`src/rtl/alu_pkg.sv`:
```
// alu_pkg: shared definitions for the multi-cycle ALU and the ALU control decoder.
// Holds the operation codes, the FSM state encoding and the default widths.
package alu_pkg;

  localparam int DEFAULT_DATA_WIDTH  = 32;
  localparam int DEFAULT_SHAMT_WIDTH = 5;

  // ALU operation codes, as produced by the ALU control decoder
  localparam logic [3:0] ALU_OP_ADD = 4'b0000;
  localparam logic [3:0] ALU_OP_SUB = 4'b0001;
  localparam logic [3:0] ALU_OP_AND = 4'b0010;
  localparam logic [3:0] ALU_OP_OR  = 4'b0011;
  localparam logic [3:0] ALU_OP_XOR = 4'b0100;
  localparam logic [3:0] ALU_OP_LUI = 4'b0101;
  localparam logic [3:0] ALU_OP_SRL = 4'b0110;
  localparam logic [3:0] ALU_OP_SLL = 4'b0111;

  // Sequencer states; SHIFT is only reachable in the iterative build
  typedef enum logic [1:0] {
    IDLE  = 2'b00,
    SHIFT = 2'b01,
    DONE  = 2'b10
  } alu_state_t;

endpackage

```
`src/rtl/alu_multicycle_if.sv`:
```
// alu_multicycle_if: request/response bundle between the sequencer and the ALU.
//
// Handshake: the sequencer raises start_i with the operation and operands; the
// request is taken on a rising edge where busy_o is low (IDLE or DONE). Operands
// are sampled only on that edge. done_o pulses for one cycle when ALU_Result_o
// and Zero_o hold the new result; both stay stable until the next done_o.
interface alu_multicycle_if #(
  parameter int DATA_WIDTH = alu_pkg::DEFAULT_DATA_WIDTH
);

  logic                  start_i;
  logic [3:0]            ALU_Operation_i;
  logic [DATA_WIDTH-1:0] A_i;
  logic [DATA_WIDTH-1:0] B_i;
  logic                  busy_o;
  logic                  done_o;
  logic [DATA_WIDTH-1:0] ALU_Result_o;
  logic                  Zero_o;

  // Sequencer side: issues requests, observes results
  modport master (
    output start_i,
    output ALU_Operation_i,
    output A_i,
    output B_i,
    input  busy_o,
    input  done_o,
    input  ALU_Result_o,
    input  Zero_o
  );

  // ALU side: consumes requests, produces results
  modport slave (
    input  start_i,
    input  ALU_Operation_i,
    input  A_i,
    input  B_i,
    output busy_o,
    output done_o,
    output ALU_Result_o,
    output Zero_o
  );

endinterface

```
`src/rtl/alu_logic_core.sv`:
```
// alu_logic_core: combinational evaluation of the single-step operations
// (ADD, SUB, AND, OR, XOR, LUI). Shift and reserved codes yield zero here;
// shifts are resolved by the sequencer in the top level.
module alu_logic_core
  import alu_pkg::*;
#(
  parameter int DATA_WIDTH = DEFAULT_DATA_WIDTH
) (
  input  logic [3:0]            op,
  input  logic [DATA_WIDTH-1:0] a,
  input  logic [DATA_WIDTH-1:0] b,
  output logic [DATA_WIDTH-1:0] result
);

  // Select the single-step result; add/sub wrap with no carry out
  always_comb begin
    result = '0;
    case (op)
      ALU_OP_ADD: result = a + b;
      ALU_OP_SUB: result = a - b;
      ALU_OP_AND: result = a & b;
      ALU_OP_OR:  result = a | b;
      ALU_OP_XOR: result = a ^ b;
      ALU_OP_LUI: result = {b[DATA_WIDTH-13:0], 12'h000};
      default:    result = '0;
    endcase
  end

endmodule

```
`src/rtl/alu_multicycle.sv`:
```
// alu_multicycle: multi-cycle execution ALU behind the ALU control decoder.
// Logic, arithmetic, LUI and reserved codes finish at the acceptance edge.
// SRL/SLL shift one bit per clock through a working register and counter.
//
// Build option: define ALU_SINGLE_CYCLE_SHIFT_EN to replace the iterative
// shifter with a barrel shifter; the SHIFT state and counter then disappear
// and busy_o is tied low.
module alu_multicycle
  import alu_pkg::*;
#(
  parameter int DATA_WIDTH  = DEFAULT_DATA_WIDTH,
  parameter int SHAMT_WIDTH = DEFAULT_SHAMT_WIDTH
) (
  input  logic             clk,
  input  logic             reset,
  alu_multicycle_if.slave  bus,
  output alu_state_t       dbg_state
);

  alu_state_t            state_q;
  alu_state_t            state_d;
  logic [DATA_WIDTH-1:0] core_result;
  logic [DATA_WIDTH-1:0] result_q;
  logic [DATA_WIDTH-1:0] result_d;
  logic                  result_load;
  logic                  zero_q;
  logic                  is_shift;
  logic                  is_sll;
  logic [SHAMT_WIDTH-1:0] shamt;

`ifdef ALU_SINGLE_CYCLE_SHIFT_EN
  logic [DATA_WIDTH-1:0] barrel_result;
`else
  logic [DATA_WIDTH-1:0]  work_q;
  logic [DATA_WIDTH-1:0]  work_next;
  logic [SHAMT_WIDTH-1:0] cnt_q;
  logic                   dir_left_q;
  logic                   shift_load;
`endif

  alu_logic_core #(
    .DATA_WIDTH (DATA_WIDTH)
  ) u_core (
    .op     (bus.ALU_Operation_i),
    .a      (bus.A_i),
    .b      (bus.B_i),
    .result (core_result)
  );

  assign is_sll   = (bus.ALU_Operation_i == ALU_OP_SLL);
  assign is_shift = is_sll || (bus.ALU_Operation_i == ALU_OP_SRL);
  assign shamt    = bus.B_i[SHAMT_WIDTH-1:0];

`ifdef ALU_SINGLE_CYCLE_SHIFT_EN
  // Full shift in one step when the barrel shifter is built in
  always_comb begin
    barrel_result = '0;
    if (is_sll) barrel_result = bus.A_i << shamt;
    else        barrel_result = bus.A_i >> shamt;
  end
`else
  // One-bit step of the working register in the stored direction
  always_comb begin
    work_next = '0;
    if (dir_left_q) work_next = {work_q[DATA_WIDTH-2:0], 1'b0};
    else            work_next = {1'b0, work_q[DATA_WIDTH-1:1]};
  end
`endif

  // Next-state and result-load decisions; a start is taken in IDLE or DONE
  always_comb begin
    state_d     = state_q;
    result_d    = '0;
    result_load = 1'b0;
`ifndef ALU_SINGLE_CYCLE_SHIFT_EN
    shift_load  = 1'b0;
`endif
    case (state_q)
      IDLE, DONE: begin
        if (bus.start_i) begin
          if (is_shift) begin
`ifdef ALU_SINGLE_CYCLE_SHIFT_EN
            result_load = 1'b1;
            result_d    = barrel_result;
            state_d     = DONE;
`else
            if (shamt == '0) begin
              // Zero-length shift: the result is A, no iteration needed
              result_load = 1'b1;
              result_d    = bus.A_i;
              state_d     = DONE;
            end else begin
              shift_load  = 1'b1;
              state_d     = SHIFT;
            end
`endif
          end else begin
            result_load = 1'b1;
            result_d    = core_result;
            state_d     = DONE;
          end
        end else begin
          state_d = IDLE;
        end
      end
`ifndef ALU_SINGLE_CYCLE_SHIFT_EN
      SHIFT: begin
        // The last step's shifted value goes straight to the output register
        if (cnt_q == SHAMT_WIDTH'(1)) begin
          result_load = 1'b1;
          result_d    = work_next;
          state_d     = DONE;
        end
      end
`endif
      default: state_d = IDLE;
    endcase
  end

  // State register and registered result/zero flag
  always_ff @(posedge clk or negedge reset) begin
    if (!reset) begin
      state_q  <= IDLE;
      result_q <= '0;
      zero_q   <= 1'b1;
    end else begin
      state_q <= state_d;
      if (result_load) begin
        result_q <= result_d;
        zero_q   <= (result_d == '0);
      end
    end
  end

`ifndef ALU_SINGLE_CYCLE_SHIFT_EN
  // Working register, remaining-step counter and direction for iterative shifts
  always_ff @(posedge clk or negedge reset) begin
    if (!reset) begin
      work_q     <= '0;
      cnt_q      <= '0;
      dir_left_q <= 1'b0;
    end else if (shift_load) begin
      work_q     <= bus.A_i;
      cnt_q      <= shamt;
      dir_left_q <= is_sll;
    end else if (state_q == SHIFT) begin
      work_q     <= work_next;
      cnt_q      <= cnt_q - SHAMT_WIDTH'(1);
    end
  end
`endif

`ifdef ALU_SINGLE_CYCLE_SHIFT_EN
  assign bus.busy_o = 1'b0;
`else
  assign bus.busy_o = (state_q == SHIFT);
`endif
  assign bus.done_o       = (state_q == DONE);
  assign bus.ALU_Result_o = result_q;
  assign bus.Zero_o       = zero_q;
  assign dbg_state        = state_q;

endmodule

```
`src/flat_wrapper.sv`:
```
// flat-port wrapper written by rule: the top's interface ports become plain ports
module alu_multicycle_flat import alu_pkg::*;
#(
  parameter int DATA_WIDTH  = DEFAULT_DATA_WIDTH,
  parameter int SHAMT_WIDTH = DEFAULT_SHAMT_WIDTH
)
  (clk, reset, dbg_state, bus_start_i, bus_ALU_Operation_i, bus_A_i, bus_B_i, bus_busy_o, bus_done_o, bus_ALU_Result_o, bus_Zero_o);
  alu_multicycle_if #(.DATA_WIDTH(DATA_WIDTH)) bus_i ();
  input  logic clk;
  input  logic reset;
  output alu_state_t dbg_state;
  input wire logic [$bits(bus_i.start_i)-1:0] bus_start_i;
  input wire logic [$bits(bus_i.ALU_Operation_i)-1:0] bus_ALU_Operation_i;
  input wire logic [$bits(bus_i.A_i)-1:0] bus_A_i;
  input wire logic [$bits(bus_i.B_i)-1:0] bus_B_i;
  output wire logic [$bits(bus_i.busy_o)-1:0] bus_busy_o;
  output wire logic [$bits(bus_i.done_o)-1:0] bus_done_o;
  output wire logic [$bits(bus_i.ALU_Result_o)-1:0] bus_ALU_Result_o;
  output wire logic [$bits(bus_i.Zero_o)-1:0] bus_Zero_o;
  assign bus_i.start_i = bus_start_i;
  assign bus_i.ALU_Operation_i = bus_ALU_Operation_i;
  assign bus_i.A_i = bus_A_i;
  assign bus_i.B_i = bus_B_i;
  assign bus_busy_o = bus_i.busy_o;
  assign bus_done_o = bus_i.done_o;
  assign bus_ALU_Result_o = bus_i.ALU_Result_o;
  assign bus_Zero_o = bus_i.Zero_o;
  alu_multicycle #(.DATA_WIDTH(DATA_WIDTH), .SHAMT_WIDTH(SHAMT_WIDTH)) u_core (.clk(clk), .reset(reset), .bus(bus_i), .dbg_state(dbg_state));
endmodule
```
`config.mk`:
```
export PLATFORM = sky130hd
export DESIGN_NAME = alu_multicycle_flat
export DESIGN_NICKNAME = d
export VERILOG_FILES = /design/src/rtl/alu_pkg.sv /design/src/rtl/alu_multicycle_if.sv /design/src/rtl/alu_logic_core.sv /design/src/rtl/alu_multicycle.sv /design/src/flat_wrapper.sv
export SDC_FILE = /design/constraint.sdc
export NUM_CORES = 1
export LEC_CHECK = 0
export CAP_MARGIN = 20
export CELL_PAD_IN_SITES_DETAIL_PLACEMENT = 0
export CELL_PAD_IN_SITES_GLOBAL_PLACEMENT = 2
export CORE_MARGIN = 5
export CORE_UTILIZATION = 36
export CTS_CLUSTER_DIAMETER = 40
export DETAILED_ROUTE_END_ITERATION = 6
export PLACE_DENSITY = 0.95
export SYNTH_ARGS = -nofsm -noshare
export SYNTH_HDL_FRONTEND = slang
export SYNTH_SLANG_ARGS = --single-unit
```
`constraint.sdc`:
```
create_clock -name clk -period 8.75 [get_ports clk]
set_input_delay 0.875 -clock clk [delete_from_list [all_inputs] [get_ports clk]]
set_output_delay 0.875 -clock clk [all_outputs]
set_load 0.005 [all_outputs]
```
==> impl_metrics.py, run 1 <==
metrics = {
    "die": {
        "effective_utilization_at_floorplan_pct": 36.7,
        "die-height_um": 165,
        "fp.dieArea_um2": 27200,
        "fp.dieW_um": 165,
        "i_o_pin_count": 108,
        "core_region_area_um2": 23500,
        "row_count": 56,
    },
    "finish": {
        "area_added_between_synthesis_and_finish_pct": 19.8,
        "fill_cells": 2467,
        "num_antenna_cells": 0,
        "most_common_cell_after_layout_fill_and_taps_aside": "sky130_fd_sc_hd__nor2_1",
        "layout_common_cells": "sky130_fd_sc_hd__nor2_1, sky130_fd_sc_hd__nand2_1, sky130_fd_sc_hd__clkdlybuf4s50_1, sky130_fd_sc_hd__ha_1, sky130_fd_sc_hd__inv_1",
        "fin_cells": 1531,
        "finish.net_count": 1378,
        "layout-drive-gt1-share_pct": 5.28,
    },
    "critical_path": {
        "critPathLaunchType": "input port",
        "r2r_start": "u_core.dbg_state[1]",
        "endpoint_arrival_time_on_the_critical_path_ns": 6.30,
        "worst_r2r_endpoint": "u_core.bus.Zero_o",
        "cell_chain_critical_path": "clkdlybuf4s50_1 -> or4_4 -> or3_4 -> or3_1 -> o41ai_1 -> xnor2_1 -> ha_1 -> nand2_1 -> o21ai_0 -> nor3_1 -> a2111oi_1 -> o21ai_0 -> a21bo_2 -> a31o_2 -> nor4bb_1 -> nand4_1 -> o31ai_1",
        "critical_path_required_ns": 9.02,
        "crit_slowest_cell": "sky130_fd_sc_hd__a2111oi_1",
        "r2r_cells": 15,
        "crit_fanout": 9,
        "setup.worst_path.end_class": "flop",
        "path_common_cell": "sky130_fd_sc_hd__o21ai_0",
        "reg2reg_slack_ns": 4.50,
        "largest_incremental_delay_on_the_critical_path_ns": 0.67,
        "critPathKind": "in -> reg",
    },
    "clocking": {
        "clk-insertion-delay-late_ns": 0.36,
        "cts_post_setup_buffers_inserted": 0,
        "cts_hold_buffers": 0,
        "tritoncts.num_buffers": 9,
        "root_buffer": "sky130_fd_sc_hd__clkbuf_16",
        "tritoncts_clock_tree": "yes",
        "cts_repair_resize_count": 0,
        "cts.htree.levels": 3,
        "cts.sink_count": 73,
        "cts-root-to-sink-buffers": 2,
        "cts.clk_slew.worst_paths_ns": 0.08,
    },
    "power_and_ir_drop": {
        "cellPowerDensity_nw_per_um2": 177,
        "internal_power_mw": 1.08,
        "power_leakage_nw": 4.62,
        "clock_power_share_pct": 23.7,
        "power_frac_comb_pct": 45.5,
        "switching_power_total_mw": 0.751,
        "irDropWorstVdd_mv": 0.0971,
        "power.share.switching_pct": 40.9,
        "power.share.sequential_pct": 30.8,
    },
    "run": {
        "drv_cap": 0,
    },
    "global_routing": {
        "global_route.usage.total_pct": 25.3,
        "gr-total-overflow": 0,
        "number_of_global_route_vias_before_repair": 8921,
        "maximum_number_of_pins_on_one_net_before_global_route_repair": 74,
        "antenna_found_initial": 0,
        "first_pass_grt_wire_length_mm": 52.3,
    },
    "placed_design": {
        "placed_cells_incl_taps": 1513,
        "worst_setup_slack_post_dpl_ns": 2.46,
        "io_buffers": 107,
        "place.gp.congestion": 0.923,
        "hpwlAfterDp_mm": 26.5,
    },
    "synth": {
        "synth_sequential_area_ratio_pct": 21.2,
        "post_synth_num_cell_types": 77,
        "synth_area_per_cell_um2": 7.63,
        "yosys_warnings": 0,
        "synthCells": 1131,
        "synth.ff_latch_count": 73,
        "combined_area_of_all_synthesized_cells_um2": 8630,
        "postSynth.asyncResetShare_pct": 100,
        "mappedNetlistNets": 1302,
        "dominantRegCellSynth": "sky130_fd_sc_hd__dfrtp_1",
        "count_of_flip_flops_with_a_built_in_enable_after_synthesis": 0,
    },
    "timing": {
        "final_min_period_over_clock_period_pct": 69.0,
        "slew_violations": 0,
        "report.final.hold_viol_count": 0,
        "tightest_slew_margin_relative_to_the_limit_pct": 32.2,
        "timing.final.ws_setup_ns": 2.71,
        "setup_total_negative_slack_ns": 0,
        "setup_viol": 0,
        "max_freq_ghz": 0.166,
        "rsz0062_at_grt": "no",
        "worst-slew-pin-transition_ns": 1.01,
        "fin_crit_period_ns": 6.04,
        "clock-skew-final_ns": 0.0142,
    },
    "route": {
        "via_cell_ratio": 5.90,
        "route.final.wire_length_mm": 34.6,
        "drt-wirelength-per-cell_um": 22.6,
        "drt_pre_antenna_iters": 5,
        "drcViolationCount": 0,
        "detailedRoute.firstIterationViolations": 731,
        "vias_after_detailed_routing": 9038,
        "drtAntennaViolNets": 0,
    },
    "status": {
        "outcome": "complete, no violations",
    },
    "min_path": {
        "hp-class": "in -> async",
    },
}
kinds of logic (layout without fill, tap and decap cells):
group	after synthesis	in the layout	share of synthesized area [%]
AOI/OAI and AO/OA	337	337	25.8
xor gates and xnor gates	46	46	4.67
adders and majority gates	100	100	14.6
buffers and inverters	154	235	6.78
DFF	73	73	21.2
muxes	69	69	8.09
and+or+nand+nor	352	352	18.9
how the worst max path moves through the flow:
stage                   endpoint  depth (start not counted)                    from  slack (ns)
6_report       u_core.bus.Zero_o                         17              bus_B_i[4]        2.71
5_1_grt        u_core.bus.Zero_o                         17              bus_B_i[4]        2.26
4_1_cts        u_core.bus.Zero_o                         17              bus_B_i[4]        2.82
3_5_place_dp   u_core.bus.Zero_o                         17              bus_B_i[4]        2.46
3_3_place_gp   u_core.bus.Zero_o                         17              bus_B_i[4]        2.55
2_1_floorplan  u_core.bus.Zero_o                         19  bus_ALU_Operation_i[1]        3.71
critical path, delay by kind of cell:
kind	cells	cell delay (ns)
AO/OA/AOI/OAI	7	2.23
XOR/XNOR	1	0.12
adder cells (fa/ha/maj)	1	0.42
buffers and inverters	1	0.63
AND/OR/NAND/NOR	7	2.00
flip-flops by register name, indices dropped and copies added, names as in the netlist:
name                     count
u_core.work_q               32
u_core.bus.Zero_o            1
u_core.dbg_state             2
u_core.cnt_q                 5
u_core.dir_left_q            1
u_core.bus.ALU_Result_o     32
layout make-up:
cell class              instances  area, um2  area share [%]
clock buffers                  10        239            2.31
clock inverters                 6       90.1           0.871
inverters                      96        360            3.48
multi-input cells             904       6230            60.2
flip-flops and latches         73       1830            17.7
well taps                     319        399            3.86
repair buffers                123       1200            11.6
per-layer routing:
| metal | vias to the layer above | share of wire [%] | wire [um] | track usage [%] |
|---|---|---|---|---|
| li1 | 4224 | - | - | - |
| met1 | 4294 | 40 | 13700 | 30.9 |
| met2 | 416 | 47 | 16300 | 42.2 |
| met3 | 104 | 7.0 | 2420 | 3.82 |
| met4 | 0 | 6.2 | 2160 | 14.8 |
| met5 | - | 0 | 0 | 0 |
power by group through the flow:
stage                     registers (mW)  logic [mW]  clock network, mW
final                              0.564       0.835              0.435
after global routing               0.577       0.914              0.453
after CTS                          0.562       0.831              0.439
after detailed placement           0.568       0.827                  0
after global placement             0.565       0.822                  0
after floorplan                    0.538       0.509                  0
metrics by stage:
step                      utilization (%)  hold WS (ns)  instance area (um2)  total power, mW
final                                43.9         0.473                10300             1.83
after global routing                 43.9         0.501                10300             1.94
after CTS                            43.8         0.479                10300             1.83
after detailed placement             42.4         0.464                 9980             1.39
after global placement               42.4         0.459                 9980             1.39
after floorplan                         -         0.445                 8630             1.05
Yosys cell counts, drive strengths merged (5+ instances only):
| cell | n | area share [%] |
|---|---|---|
| a211oi | 19 | 1.7 |
| a21o | 11 | 0.96 |
| a21oi | 79 | 4.6 |
| a22oi | 10 | 0.87 |
| a31o | 5 | 0.51 |
| a31oi | 7 | 0.51 |
| buf | 13 | 0.65 |
| clkbuf | 45 | 2.0 |
| dfrtp | 72 | 21 |
| ha | 99 | 14 |
| inv | 96 | 4.2 |
| mux2 | 6 | 0.78 |
| mux2i | 63 | 7.3 |
| nand2 | 120 | 5.2 |
| nand2b | 14 | 1.0 |
| nand3 | 14 | 0.81 |
| nand4 | 9 | 0.83 |
| nor2 | 122 | 5.3 |
| nor2b | 11 | 0.80 |
| nor3 | 19 | 1.2 |
| nor4 | 10 | 0.72 |
| o211ai | 6 | 0.52 |
| o21a | 10 | 0.87 |
| o21ai | 83 | 4.8 |
| o221ai | 31 | 3.1 |
| o22ai | 20 | 1.4 |
| o31ai | 8 | 0.91 |
| o41ai | 5 | 0.51 |
| or3 | 8 | 0.64 |
| xnor2 | 42 | 4.3 |
No activity file was read; power rests on OpenSTA's default activity.
==> run 2, diff against run 1 <==
--- a/config.mk
+++ b/config.mk
@@ -9,10 +9,10 @@
 export CELL_PAD_IN_SITES_DETAIL_PLACEMENT = 0
 export CELL_PAD_IN_SITES_GLOBAL_PLACEMENT = 2
 export CORE_MARGIN = 5
-export CORE_UTILIZATION = 36
+export CORE_UTILIZATION = 30
 export CTS_CLUSTER_DIAMETER = 40
 export DETAILED_ROUTE_END_ITERATION = 6
-export PLACE_DENSITY = 0.95
+export PLACE_DENSITY = 0.86
 export SYNTH_ARGS = -nofsm -noshare
 export SYNTH_HDL_FRONTEND = slang
 export SYNTH_SLANG_ARGS = --single-unit
==> constraint.sdc (replaced) <==
create_clock -name clk -period 5.55 [get_ports clk]
set_input_delay 0.555 -clock clk [delete_from_list [all_inputs] [get_ports clk]]
set_output_delay 0.555 -clock clk [all_outputs]
set_load 0.005 [all_outputs]
==> run 2 against run 1 <==
Against the previous run:
- clock skew fell by 0.0045 ns
- power rose by 64%
- first-iteration DRC count fell by 12%
- flip-flop and latch count did not move
- routed wire length barely moved
- largest power group unchanged
- highest routed layer unchanged
==> impl_metrics.py, run 2 (synthesis results as in run 1) <==
metrics = {
    "die": {
        "row_count": 62,
        "die-height_um": 180,
        "core_region_area_um2": 28500,
        "fp.dieW_um": 180,
        "i_o_pin_count": 108,
        "effective_utilization_at_floorplan_pct": 30.2,
        "fp.dieArea_um2": 32300,
    },
    "timing": {
        "slew_violations": 0,
        "timing.final.ws_setup_ns": 0.247,
        "rsz0062_at_grt": "no",
        "final_min_period_over_clock_period_pct": 95.5,
        "tightest_slew_margin_relative_to_the_limit_pct": 35.3,
        "clock-skew-final_ns": 0.00975,
        "max_freq_ghz": 0.189,
        "fin_crit_period_ns": 5.30,
        "setup_viol": 0,
        "whs_ns": 0.0144,
        "worst-slew-pin-transition_ns": 0.967,
        "report.final.hold_viol_count": 0,
    },
    "route": {
        "drt_pre_antenna_iters": 5,
        "via_cell_ratio": 5.42,
        "vias_after_detailed_routing": 9035,
        "drcViolationCount": 0,
        "route.met3.wl_mm": 1.49,
        "maxUsedRoutingLayer": "met4",
        "route.final.wire_length_mm": 34.6,
        "drtAntennaViolNets": 0,
        "drt-wirelength-per-cell_um": 20.8,
        "detailedRoute.firstIterationViolations": 642,
        "wirelength_met1_mm": 14.6,
        "met2WireLength_mm": 17.1,
    },
    "clocking": {
        "cts_repair_resize_count": 0,
        "cts_hold_buffers": 0,
        "clk-insertion-delay-late_ns": 0.35,
        "root_buffer": "sky130_fd_sc_hd__clkbuf_16",
        "tritoncts.num_buffers": 9,
        "cts_post_setup_buffers_inserted": 0,
        "cts.htree.levels": 3,
        "tritoncts_clock_tree": "yes",
        "cts-root-to-sink-buffers": 2,
        "cts.sink_count": 73,
        "cts.clk_slew.worst_paths_ns": 0.07,
    },
    "run": {
        "drv_cap": 0,
    },
    "critical_path": {
        "crit_fanout": 4,
        "critical_path_required_ns": 5.82,
        "crit_end": "u_core.bus.Zero_o",
        "critPathKind": "in -> reg",
        "worst_r2r_endpoint": "u_core.bus.Zero_o",
        "setup.worst_path.end_class": "flop",
        "endpoint_arrival_time_on_the_critical_path_ns": 5.57,
        "critPathLaunchType": "input port",
        "crit_path_start": "bus_B_i[4]",
        "reg2reg_slack_ns": 2.01,
        "r2r_start": "u_core.cnt_q[1]",
        "r2r_cells": 14,
    },
    "global_routing": {
        "maximum_number_of_pins_on_one_net_before_global_route_repair": 74,
        "antenna_found_initial": 0,
        "global_route.usage.total_pct": 20.9,
        "first_pass_grt_wire_length_mm": 53.0,
        "number_of_global_route_vias_before_repair": 8940,
        "gr-total-overflow": 0,
    },
    "finish": {
        "layout-drive-gt1-share_pct": 10.8,
        "regArea_um2": 1830,
        "multi_input_logic_area_um2": 6260,
        "fill_cells": 3055,
        "fin_cells": 1666,
        "num_antenna_cells": 0,
        "layout_common_cells": "sky130_fd_sc_hd__nor2_1, sky130_fd_sc_hd__nand2_1, sky130_fd_sc_hd__clkdlybuf4s50_1, sky130_fd_sc_hd__ha_1, sky130_fd_sc_hd__inv_1",
        "finish.net_count": 1448,
        "most_common_cell_after_layout_fill_and_taps_aside": "sky130_fd_sc_hd__nor2_1",
        "area_added_between_synthesis_and_finish_pct": 27.7,
    },
    "placed_design": {
        "hpwlAfterDp_mm": 27.7,
        "io_buffers": 107,
        "place.gp.congestion": 0.925,
        "placed_cells_incl_taps": 1649,
        "worst_setup_slack_post_dpl_ns": -0.154,
    },
    "power_and_ir_drop": {
        "clock_power_share_pct": 25.3,
        "power.share.sequential_pct": 29.2,
        "power.share.switching_pct": 38.0,
        "cellPowerDensity_nw_per_um2": 273,
        "switching_power_total_mw": 1.14,
        "power_frac_comb_pct": 45.4,
        "internal_power_mw": 1.86,
        "fin_total_pwr_mw": 3.01,
        "power_leakage_nw": 4.99,
        "irDropWorstVdd_mv": 0.178,
    },
    "status": {
        "outcome": "complete, no violations",
    },
    "min_path": {
        "hp-class": "in -> async",
    },
}
-- run 2: power groups by stage --
stage	clock network [mW]	logic [mW]	registers, mW
2_1_floorplan	0	0.802	0.848
3_3_place_gp	0	1.35	0.882
3_5_place_dp	0	1.36	0.885
4_1_cts	0.768	1.37	0.876
5_1_grt	0.790	1.51	0.904
6_report	0.761	1.37	0.879
-- run 2: through the flow --
stage / area [um2] / TNS, ns / utilization, %
2_1_floorplan: 8630 / 0 / -
5_1_grt: 11000 / 0 / 38.6
6_report: 11000 / 0 / 38.6
4_1_cts: 11000 / 0 / 38.5
3_3_place_gp: 10600 / -0.0309 / 37.1
3_5_place_dp: 10600 / -0.154 / 37.1
-- run 2: worst min path at each step --
stage / to / cells past startpoint
2_1_floorplan: u_core.bus.ALU_Result_o[0] / 0
3_3_place_gp: u_core.work_q[31] / 2
3_5_place_dp: u_core.work_q[31] / 2
4_1_cts: u_core.cnt_q[3] / 1
5_1_grt: u_core.cnt_q[3] / 1
6_report: u_core.cnt_q[1] / 1
-- run 2: critical path: stages --
cell,delay (ns)
sky130_fd_sc_hd__clkdlybuf4s50_1,0.53
sky130_fd_sc_hd__or4_4,0.53
sky130_fd_sc_hd__or3_4,0.34
sky130_fd_sc_hd__or3_1,0.39
sky130_fd_sc_hd__nor4_1,0.25
sky130_fd_sc_hd__buf_4,0.18
sky130_fd_sc_hd__a31oi_1,0.10
sky130_fd_sc_hd__xnor2_1,0.23
sky130_fd_sc_hd__ha_1,0.31
sky130_fd_sc_hd__a21oi_1,0.19
sky130_fd_sc_hd__o21ai_0,0.14
sky130_fd_sc_hd__a211o_1,0.27
sky130_fd_sc_hd__a41oi_2,0.25
sky130_fd_sc_hd__o21a_1,0.23
sky130_fd_sc_hd__o21bai_1,0.09
sky130_fd_sc_hd__a211o_1,0.33
sky130_fd_sc_hd__nor4_1,0.27
sky130_fd_sc_hd__nand4_1,0.13
sky130_fd_sc_hd__o31ai_2,0.24
-- run 2: layout make-up --
cell class	instances	area share, %
sequential	73	16.6
tap	384	4.36
clock inverter	5	1.13
timing repair buffer	193	15.6
multi-input combinational	904	56.7
inverter	96	3.27
clock buffer	11	2.29
-- run 2: routing by layer --
layer / up-vias / GRT usage, %
met4: 0 / 8.84
met2: 319 / 36.6
met5: - / 0
met3: 70 / 2.65
met1: 4292 / 25.7
li1: 4354 / -
==> run 3, diff against run 2 <==
--- a/config.mk
+++ b/config.mk
@@ -9,10 +9,13 @@
 export CELL_PAD_IN_SITES_DETAIL_PLACEMENT = 0
 export CELL_PAD_IN_SITES_GLOBAL_PLACEMENT = 2
 export CORE_MARGIN = 5
-export CORE_UTILIZATION = 30
+export CORE_UTILIZATION = 31
 export CTS_CLUSTER_DIAMETER = 40
 export DETAILED_ROUTE_END_ITERATION = 6
 export PLACE_DENSITY = 0.86
+export SKIP_CTS_REPAIR_TIMING = 1
+export SLEW_MARGIN = 20
 export SYNTH_ARGS = -nofsm -noshare
 export SYNTH_HDL_FRONTEND = slang
+export SYNTH_HIERARCHICAL = 1
 export SYNTH_SLANG_ARGS = --single-unit
==> run 3 against run 2 <==
Against the previous run:
- area after synthesis down 5.2%
- largest cell class unchanged
- highest routed layer unchanged
- die area shrank 7.8%
- sequential share of layout area increased by 0.54 points
- sequential power is 2% higher
- worst setup slack improved by 0.066 ns
- routed wire length down 10%
- via count is 7.6% lower
- combinational power shrank 7%
- non-clock buffer count rose by 37
- core utilization increased by 2.4 points
- critical path type unchanged
- register-to-register slack better by 0.60 ns
==> impl_metrics.py, run 3 <==
metrics = {
    "status": {
        "outcome": "complete, no violations",
    },
    "finish": {
        "layout_common_cells": "sky130_fd_sc_hd__buf_4, sky130_fd_sc_hd__clkdlybuf4s50_1, sky130_fd_sc_hd__ha_1, sky130_fd_sc_hd__nor2_1, sky130_fd_sc_hd__dfrtp_1",
        "multi_input_logic_area_um2": 5810,
        "finish.net_count": 1327,
        "fin_cells": 1497,
        "regArea_um2": 1830,
        "final_core_util_pct": 41.0,
        "most_common_cell_after_layout_fill_and_taps_aside": "sky130_fd_sc_hd__buf_4",
        "fill_cells": 2641,
        "num_antenna_cells": 0,
        "layout-drive-gt1-share_pct": 14.5,
        "area_added_between_synthesis_and_finish_pct": 30.4,
    },
    "power_and_ir_drop": {
        "irDropWorstVdd_mv": 0.241,
        "power_leakage_nw": 5.12,
        "cellPowerDensity_nw_per_um2": 267,
    },
    "route": {
        "drtAntennaViolNets": 0,
        "met2WireLength_mm": 13.5,
        "maxUsedRoutingLayer": "met4",
        "drcViolationCount": 0,
        "detailedRoute.firstIterationViolations": 722,
        "route.met3.wl_mm": 1.98,
        "via_cell_ratio": 5.58,
        "vias_after_detailed_routing": 8351,
        "drt-wirelength-per-cell_um": 20.7,
        "drt_pre_antenna_iters": 5,
        "wirelength_met1_mm": 14.9,
        "route.final.wire_length_mm": 31.0,
    },
    "critical_path": {
        "crit_slowest_cell": "sky130_fd_sc_hd__o41ai_2",
        "endpoint_arrival_time_on_the_critical_path_ns": 5.50,
        "largest_incremental_delay_on_the_critical_path_ns": 0.68,
        "critPathLaunchType": "input port",
        "path_common_cell": "sky130_fd_sc_hd__o21ai_1",
        "cell_chain_critical_path": "clkdlybuf4s50_1 -> nor4_1 -> nand2_1 -> or4_1 -> o41ai_1 -> xnor2_1 -> ha_1 -> nand4_1 -> buf_4 -> o41ai_2 -> a21oi_1 -> o21ai_1 -> xnor2_1 -> o21ai_1 -> mux2i_1 -> o22ai_1 -> nor4_1 -> nand4_1 -> o21ai_1",
        "reg2reg_slack_ns": 2.61,
        "critical_path_required_ns": 5.82,
        "critPathKind": "in -> reg",
        "setup.worst_path.end_class": "flop",
        "crit_fanout": 4,
        "r2r_start": "u_core/dbg_state[0]",
        "r2r_cells": 9,
        "worst_r2r_endpoint": "u_core/bus.ALU_Result_o[30]",
    },
    "timing": {
        "rsz0062_at_grt": "no",
        "fin_crit_period_ns": 5.24,
        "slew_violations": 0,
        "worst-slew-pin-transition_ns": 0.947,
        "final_min_period_over_clock_period_pct": 94.3,
        "setup_total_negative_slack_ns": 0,
        "tightest_slew_margin_relative_to_the_limit_pct": 36.9,
        "max_freq_ghz": 0.191,
        "report.final.hold_viol_count": 0,
        "timing.final.ws_setup_ns": 0.314,
        "clock-skew-final_ns": 0.00509,
        "whs_ns": 0.351,
        "setup_viol": 0,
    },
    "global_routing": {
        "global_route.usage.total_pct": 19.8,
        "maximum_number_of_pins_on_one_net_before_global_route_repair": 74,
        "number_of_global_route_vias_before_repair": 8056,
        "first_pass_grt_wire_length_mm": 47.7,
        "antenna_found_initial": 0,
        "gr-total-overflow": 0,
    },
    "clocking": {
        "tritoncts_clock_tree": "yes",
        "cts-root-to-sink-buffers": 2,
        "cts.clk_slew.worst_paths_ns": 0.06,
        "root_buffer": "sky130_fd_sc_hd__clkbuf_16",
        "clk-insertion-delay-late_ns": 0.33,
        "cts.sink_count": 73,
        "cts.htree.levels": 3,
        "tritoncts.num_buffers": 9,
    },
    "synth": {
        "synth.area.mux_share_pct": 7.87,
        "combined_area_of_all_synthesized_cells_um2": 8190,
        "synth.ff_latch_count": 73,
        "synth_top_area_share_pct": 22.0,
        "postSynth.asyncResetShare_pct": 100,
        "dominant_combinational_cell_family_by_area_after_synthesis": "compound AO/OA/AOI/OAI gates",
        "synth_area_per_cell_um2": 8.40,
        "yosys-top-cells-count": "sky130_fd_sc_hd__ha_1, sky130_fd_sc_hd__nor2_1, sky130_fd_sc_hd__dfrtp_1",
        "yosys.area.top_type": "sky130_fd_sc_hd__dfrtp_1",
        "adder_cell_share_of_the_synthesized_area_pct": 15.2,
        "count_of_flip_flops_with_a_built_in_enable_after_synthesis": 0,
        "synthCells": 975,
        "synthXorXnorAreaFrac_pct": 6.42,
        "yosys_warnings": 6,
        "synth-simple-area-share_pct": 14.0,
        "synth_sequential_area_ratio_pct": 22.3,
        "synth_compound_gate_area_share_pct": 27.0,
        "post_synth_num_cell_types": 72,
        "top_count_cell_post_synth": "sky130_fd_sc_hd__ha_1",
        "dominantRegCellSynth": "sky130_fd_sc_hd__dfrtp_1",
        "mappedNetlistNets": 1145,
        "ys_top_cells_by_area": "sky130_fd_sc_hd__dfrtp_1, sky130_fd_sc_hd__ha_1, sky130_fd_sc_hd__mux2i_1",
    },
    "die": {
        "effective_utilization_at_floorplan_pct": 31.4,
        "die-height_um": 173,
        "row_count": 59,
        "fp.dieArea_um2": 29800,
        "core_region_area_um2": 26100,
        "fp.dieW_um": 173,
        "i_o_pin_count": 108,
    },
    "placed_design": {
        "io_buffers": 107,
        "worst_setup_slack_post_dpl_ns": 0.0419,
        "hpwlAfterDp_mm": 24.6,
        "placed_cells_incl_taps": 1481,
        "place.gp.congestion": 0.898,
    },
    "min_path": {
        "hp-class": "in -> async",
    },
    "run": {
        "drv_cap": 0,
    },
}
-- run 3: changes by cell type in the layout (fill, tap and decap cells not counted), moves of 23 or more --
cell and delta:
sky130_fd_sc_hd__nand2_1 -60, sky130_fd_sc_hd__o21ai_0 -44, sky130_fd_sc_hd__buf_4 +37, sky130_fd_sc_hd__nor2_1 -36
sky130_fd_sc_hd__a221o_1 +30, sky130_fd_sc_hd__a21o_1 +24, sky130_fd_sc_hd__inv_1 -23
-- run 3: logic make-up after synthesis --
group / count (synthesis)
flip-flops: 73
AO/OA/AOI/OAI: 312
multiplexers: 64
AND/OR/NAND/NOR: 235
XOR/XNOR: 60
adder cells (fa/ha/maj): 99
buffers and inverters: 132
-- run 3: metal layers --
layer  global-route usage [%]  vias to the layer above
met4                     4.95                        0
met2                     30.3                      360
met5                        0                        -
li1                         -                     3954
met3                     2.31                       36
met1                     29.6                     4001
-- run 3: area by class of cell --
class / count / area share (%)
Clock buffer: 9 / 2.11
Multi-Input combinational cell: 770 / 54.4
Timing Repair Buffer: 230 / 18.8
Tap cell: 335 / 3.92
Sequential cell: 73 / 17.1
Clock inverter: 7 / 1.11
Inverter: 73 / 2.57
-- run 3: worst max path at each step --
stage,from,end
final,bus_B_i[4],u_core/bus.Zero_o
after detailed placement,bus_B_i[4],u_core/bus.Zero_o
after global placement,bus_B_i[4],u_core/bus.Zero_o
after CTS,bus_B_i[4],u_core/bus.Zero_o
after floorplan,bus_B_i[4],u_core/bus.Zero_o
after global routing,bus_B_i[4],u_core/bus.Zero_o
-- run 3: stage by stage --
| stage | power, mW | area [um2] |
|---|---|---|
| 2_1_floorplan | 1.62 | 8190 |
| 3_3_place_gp | 2.16 | 10300 |
| 3_5_place_dp | 2.17 | 10300 |
| 4_1_cts | 2.84 | 10700 |
| 5_1_grt | 3.01 | 10700 |
| 6_report | 2.85 | 10700 |
-- run 3: where the power goes --
group | switching [mW] | internal (mW)
Combinational | 0.640 | 0.643
Clock | 0.228 | 0.439
Sequential | 0.180 | 0.719
-- run 3: worst max-delay path: cells and delay by family --
| kind | cells | cell delay (ns) |
|---|---|---|
| muxes | 1 | 0.21 |
| and+or+nand+nor | 6 | 1.64 |
| buffers and inverters | 2 | 0.66 |
| xor gates and xnor gates | 2 | 0.26 |
| AOI/OAI and AO/OA | 7 | 1.79 |
| adders and majority gates | 1 | 0.36 |
